--- src/rtl/fetch_pkg.sv ---
// Shared types and constants for the fetch queue.
package fetch_pkg;

    localparam int unsigned INSTR_W = 32;
    localparam int unsigned PC_W    = 32;

    localparam logic [INSTR_W-1:0] NOP_INSTR = 32'h0000_0013;

    typedef struct packed {
        logic [PC_W-1:0]    pc;
        logic [INSTR_W-1:0] instr;
    } fetch_entry_t;

endpackage

--- src/rtl/fetch_fifo.sv ---
// Circular-buffer storage for fetched {pc, instr} entries with push/pop/count.
module fetch_fifo
    import fetch_pkg::*;
#(
    parameter int unsigned DEPTH   = 4,
    parameter type         entry_t = fetch_entry_t
) (
    input  logic                         clk,
    input  logic                         rst,
    input  logic                         clr,
    input  logic                         push,
    input  entry_t                       wdata,
    input  logic                         pop,
    output entry_t                       rdata,
    output logic [$clog2(DEPTH+1)-1:0]   count
);

    localparam int unsigned PW = $clog2(DEPTH);
    localparam int unsigned CW = $clog2(DEPTH+1);

    entry_t          mem [DEPTH];
    logic [PW-1:0]   wptr_q;
    logic [PW-1:0]   rptr_q;
    logic [CW-1:0]   count_q;

    always_ff @(posedge clk or negedge rst) begin
        if (!rst) begin
            wptr_q  <= '0;
            rptr_q  <= '0;
            count_q <= '0;
        end else if (clr) begin
            wptr_q  <= '0;
            rptr_q  <= '0;
            count_q <= '0;
        end else begin
            if (push) wptr_q <= wptr_q + PW'(1);
            if (pop)  rptr_q <= rptr_q + PW'(1);
            unique case ({push, pop})
                2'b10:   count_q <= count_q + CW'(1);
                2'b01:   count_q <= count_q - CW'(1);
                default: count_q <= count_q;
            endcase
        end
    end

    // Storage is not reset; count gates every read of it.
    always_ff @(posedge clk) begin
        if (push && !clr) mem[wptr_q] <= wdata;
    end

    assign rdata = mem[rptr_q];
    assign count = count_q;

endmodule

--- src/rtl/fetch_queue.sv ---
// Fetch stage: issues imem reads for accepted PCs and queues {pc, instr} for decode.
// Optional same-cycle bypass to decode when the queue is empty: define FETCH_BYPASS_EN.
module fetch_queue
    import fetch_pkg::*;
#(
    parameter int unsigned WIDTH = 32,
    parameter int unsigned DEPTH = 4
) (
    input  logic               clk,
    input  logic               rst,
    input  logic               pc_valid,
    input  logic [WIDTH-1:0]   pc,
    output logic               pc_ready,
    output logic               imem_en,
    output logic [WIDTH-1:0]   imem_addr,
    input  logic [INSTR_W-1:0] imem_rdata,
    input  logic               flush,
    output logic               id_valid,
    input  logic               id_ready,
    output logic [WIDTH-1:0]   id_pc,
    output logic [INSTR_W-1:0] id_instr,
    output logic               id_misaligned
);

    localparam int unsigned CW = $clog2(DEPTH+1);

    typedef struct packed {
        logic [WIDTH-1:0]   pc;
        logic [INSTR_W-1:0] instr;
    } entry_t;

    logic             inflight_q;
    logic [WIDTH-1:0] pc_q;
    logic             accept;
    logic             push_valid;
    logic             fifo_push;
    logic             fifo_pop;
    logic             head_valid;
    logic [CW-1:0]    count;
    logic [CW:0]      credit_used;
    entry_t           wdata;
    entry_t           fifo_rdata;
    entry_t           head;

    // The in-flight read holds a slot, so a full queue can never be overrun.
    assign credit_used = {1'b0, count} + {{CW{1'b0}}, inflight_q};
    assign pc_ready    = !flush && (credit_used < (CW+1)'(DEPTH));
    assign accept      = pc_valid && pc_ready;
    assign imem_en     = accept;
    assign imem_addr   = pc;

    always_ff @(posedge clk or negedge rst) begin
        if (!rst) begin
            inflight_q <= 1'b0;
            pc_q       <= '0;
        end else begin
            inflight_q <= accept;
            if (accept) pc_q <= pc;
        end
    end

    assign push_valid = inflight_q && !flush;

    always_comb begin
        wdata       = '0;
        wdata.pc    = pc_q;
        wdata.instr = imem_rdata;
    end

`ifdef FETCH_BYPASS_EN
    logic bypass;
    assign bypass     = push_valid && (count == '0);
    // A bypassed entry taken by decode this cycle is never written.
    assign fifo_push  = push_valid && !(bypass && id_ready);
    assign head_valid = (count != '0) || bypass;
    assign head       = bypass ? wdata : fifo_rdata;
`else
    assign fifo_push  = push_valid;
    assign head_valid = (count != '0);
    assign head       = fifo_rdata;
`endif

    assign fifo_pop = (count != '0) && id_ready && !flush;

    fetch_fifo #(
        .DEPTH   (DEPTH),
        .entry_t (entry_t)
    ) u_fifo (
        .clk   (clk),
        .rst   (rst),
        .clr   (flush),
        .push  (fifo_push),
        .wdata (wdata),
        .pop   (fifo_pop),
        .rdata (fifo_rdata),
        .count (count)
    );

    always_comb begin
        id_valid      = head_valid;
        id_pc         = '0;
        id_instr      = NOP_INSTR;
        id_misaligned = 1'b0;
        if (head_valid) begin
            id_pc         = head.pc;
            id_instr      = head.instr;
            id_misaligned = (head.pc[1:0] != 2'b00);
        end
    end

endmodule

--- config.mk ---
export PLATFORM = sky130hd
export DESIGN_NAME = fetch_queue
export DESIGN_NICKNAME = d
export VERILOG_FILES = /design/src/rtl/fetch_pkg.sv /design/src/rtl/fetch_fifo.sv /design/src/rtl/fetch_queue.sv
export SDC_FILE = /design/constraint.sdc
export NUM_CORES = 1
export LEC_CHECK = 0
export CAP_MARGIN = 20
export CORE_ASPECT_RATIO = 0.6
export CORE_MARGIN = 2
export CORE_UTILIZATION = 55
export DETAILED_ROUTE_END_ITERATION = 6
export PLACE_DENSITY = 0.89
export SETUP_SLACK_MARGIN = 0.2
export SYNTH_ARGS = -nofsm -noshare
export SYNTH_HDL_FRONTEND = slang
export SYNTH_SLANG_ARGS = --single-unit
--- constraint.sdc ---
create_clock -name clk -period 4.75 [get_ports clk]
set_clock_uncertainty 0.1 [all_clocks]
set_input_delay 0.95 -clock clk [delete_from_list [all_inputs] [get_ports clk]]
set_output_delay 0.95 -clock clk [all_outputs]
set_load 0.05 [all_outputs]
==> flow_summary.rst <==
.. list-table::
   :header-rows: 1

   * - Metric
     - Value
   * - Total power
     - 8460 uW
   * - Final RePlAce weighted congestion
     - 0.733
   * - Power per cell area
     - 594 nW/um^2
   * - Worst-case clock buffer depth
     - 3
   * - Cell count after placement
     - 957
   * - Via count of the first global-routing pass
     - 5937
   * - Overall die width
     - 192 um
   * - Violations in the final reports
     - DRC
   * - Maximum number of pins on one net before global-route repair
     - 65
   * - Clock tree from TritonCTS
     - yes
   * - Ranking of synthesized cells by area
     - sky130_fd_sc_hd__edfxtp_1 66%, sky130_fd_sc_hd__mux4_2 12%, sky130_fd_sc_hd__dfrtp_1 8.6%
   * - Total track usage
     - 0.199
   * - Number of distinct library cell variants in the gate-level netlist after synthesis
     - 34
   * - Max stage delay on crit path
     - 770 ps
   * - Average cell area after synthesis
     - 20.7 sq um
   * - Y dimension of the die
     - 117 um
   * - Fill cells
     - 1300
   * - Result of the run
     - complete, but fails checks
   * - Number of detailed-route iterations in the first pass
     - 7
   * - Number of flops mapped to enable cells by yosys
     - 256
   * - Critical path's slowest cell
     - sky130_fd_sc_hd__dfrtp_4
   * - Mean routed wirelength per cell
     - 21.6 um
   * - Sum of routed wire length over all layers
     - 21.8 mm
   * - Cell taking the most area after synthesis
     - sky130_fd_sc_hd__edfxtp_1
   * - Detail Route Antenna Nets
     - 0
   * - Setup crit end kind
     - primary output
   * - Number of antenna cells inserted
     - 0
   * - Leakage power figure
     - 0.00470 uW
   * - Ys flop type
     - sky130_fd_sc_hd__edfxtp_1
   * - Fin cells
     - 1009
   * - Number of placement rows
     - 41
   * - CP arrival
     - 3170 ps
   * - Max-slew headroom at the worst pin
     - 0.327
   * - Starting density of the core
     - 0.558
   * - Final Hold Viols
     - 0
   * - Netlist area before placement
     - 11600 sq um
   * - Number of buffers inserted during clock tree synthesis
     - 27
   * - Worst-path cell chain
     - buf_12, mux4_2, and2_1, clkdlybuf4s50_1
   * - Total clock sinks
     - 296
   * - Cell at the root of the clock tree
     - sky130_fd_sc_hd__clkbuf_16
   * - Critical path peak fanout
     - 31
   * - Layout Cell Area excl Fill
     - 14300 sq um
   * - Antenna violations before repair
     - 0
   * - Instance count of the mapped netlist
     - 562
   * - Required time at the endpoint of the critical path
     - 3700 ps
   * - Maximum achievable frequency
     - 237 MHz
   * - Aggregate global routing overflow
     - 0
   * - Total Neg Setup Slack
     - 0 ps
   * - Overall via count from detail_route
     - 5648
   * - Library cell with the highest instance count after synthesis
     - sky130_fd_sc_hd__edfxtp_1
   * - Peak supply drop
     - 0.345 mV
   * - Maximum level of the CTS H-tree
     - 1
   * - Number of buffers added on ports
     - 168
   * - Max_cap viols
     - 0
   * - Worst min path class
     - input pin to async pin
   * - Util after Layout
     - 0.683
   * - Post-synthesis register bit count
     - 296
   * - Unrepaired setup endpoints after global routing
     - false
   * - I/O pin cnt
     - 169
   * - Worst-Margin Slew
     - 1010 ps
   * - Fraction of the cycle the final worst path needs
     - 0.889
   * - Total Die Area
     - 22400 sq um
   * - Fraction of synthesized cell area taken by the top area cell type
     - 0.660
   * - Cell Area, Placed
     - 13300 sq um
   * - Category of the worst setup path launch point
     - register
   * - Nets@finish
     - 783
   * - HPWL after detailed placement
     - 12.9 mm
   * - Clock Pin Slew Worst Setup and Hold Paths
     - 70 ps
   * - Post-synth net total
     - 636
   * - # Post-CTS Setup Buffers
     - 0
   * - Fraction of layout instances using a drive strength above 1
     - 0.216
   * - Crit path kind
     - register to primary output
   * - Via density per instance
     - 5.60
   * - Hold-fix buffers at CTS
     - 0
   * - Count of final max-slew check failures
     - 0
   * - Number of design-rule violations left by the first detailed-router iteration
     - 499
   * - CTS-repair resized insts
     - 0
   * - Synth async-reset ratio
     - 0.135
   * - Most common library cells after synthesis
     - 256 x sky130_fd_sc_hd__edfxtp_1, 65 x sky130_fd_sc_hd__and2_1, 64 x sky130_fd_sc_hd__mux4_2
   * - P&R area growth vs syn
     - 22.4%
   * - Number of warning messages in the yosys log
     - 0
   * - Global-route wire length before repair
     - 33.2 mm
   * - Clock period minus worst slack
     - 4220 ps
   * - Final setup fails
     - 0
   * - Proportion of synthesized chip area in sequential cells
     - 0.746
   * - Source-to-sink clock delay at the later pin of the worst-skew pair
     - 530 ps
   * - Drc violations
     - 2
   * - Floorplan Core Area
     - 20900 sq um
## metal layers
| layer | vias up | routed length [um] | track usage |
|---|---|---|---|
| li1 | 2480 | - | - |
| met1 | 2935 | 9450 | 0.286 |
| met2 | 196 | 10600 | 0.327 |
| met3 | 37 | 1400 | 0.0388 |
| met4 | 0 | 384 | 0.0379 |
| met5 | - | 0 | 0 |
## path summary, 6_finish.rpt
check                                                  start                          end  slack (ps)  cells after the start
min in group clk                         pc_q[0]$_DFFE_PN0P_  u_fifo.mem[2][32]$_DFFE_PP_         410                      0
worst min-delay path                                     rst  u_fifo.count[1]$_DFFE_PN0P_         230                      1
worst min register to register           pc_q[0]$_DFFE_PN0P_  u_fifo.mem[2][32]$_DFFE_PP_         410                      0
worst max register to register   u_fifo.count[0]$_DFFE_PN0P_  u_fifo.count[2]$_DFFE_PN0P_        2060                      6
max in group asynchronous                                rst         pc_q[20]$_DFFE_PN0P_        3810                      2
worst max-delay path            u_fifo.rptr_q[0]$_DFFE_PN0P_                     id_pc[5]         530                      4
## metrics by stage
stage | hold slack, ps | setup WS (ps)
6_report | 231 | 525
5_1_grt | 243 | 350
4_1_cts | 410 | 352
3_5_place_dp | 397 | 831
3_3_place_gp | 379 | 872
2_1_floorplan | 371 | 1310
## critical path, delay by kind of cell, from the launching register on
family,cells,cell delay [ps]
buffers and inverters,2,1060
flip-flops,1,770
AND/OR/NAND/NOR,1,210
multiplexers,1,550
## cell type report
type	instances	area (sq um)	share of cell area
clock buffer	36	719	0.0505
clock inverter	14	149	0.0104
inverter	4	15.0	0.00105
multi-input combinational	204	2550	0.179
sequential	296	8690	0.610
tap	279	349	0.0245
timing repair buffer	176	1770	0.124
## power breakdown
part	leakage [uW]	internal, uW	switching (uW)
clock	0.000420	1230	891
combinational	0.00149	1200	1850
sequential	0.00279	3090	206
## placed cells by master (no fill, tap or decap), types with 5 or more instances in the layout
master                            Yosys  layout
sky130_fd_sc_hd__nor2_1              11      11
sky130_fd_sc_hd__and2_1              65      61
sky130_fd_sc_hd__clkbuf_16            0      27
sky130_fd_sc_hd__dfrtp_1             40      38
sky130_fd_sc_hd__edfxtp_1           256     256
sky130_fd_sc_hd__clkbuf_1             7       8
sky130_fd_sc_hd__buf_4               37       5
sky130_fd_sc_hd__clkinv_1             0       5
sky130_fd_sc_hd__clkdlybuf4s50_1      0     167
sky130_fd_sc_hd__mux4_2              64      64
sky130_fd_sc_hd__mux2_2              32      32
## sequential cells by signal (all words and copies together), names as in the netlist
| name | count |
|---|---|
| inflight_q | 1 |
| u_fifo.mem | 256 |
| u_fifo.count | 3 |
| u_fifo.rptr_q | 2 |
| pc_q | 32 |
| u_fifo.wptr_q | 2 |
## cell families after synthesis
group,after synthesis,synth area share
xor+xnor,5,0.00376
fa+ha+maj,5,0.00602
flops,296,0.746
mux,97,0.156
buf+inv,62,0.0356
compound gates,10,0.00795
simple gates,87,0.0450
(Power assumes the default switching activity.)
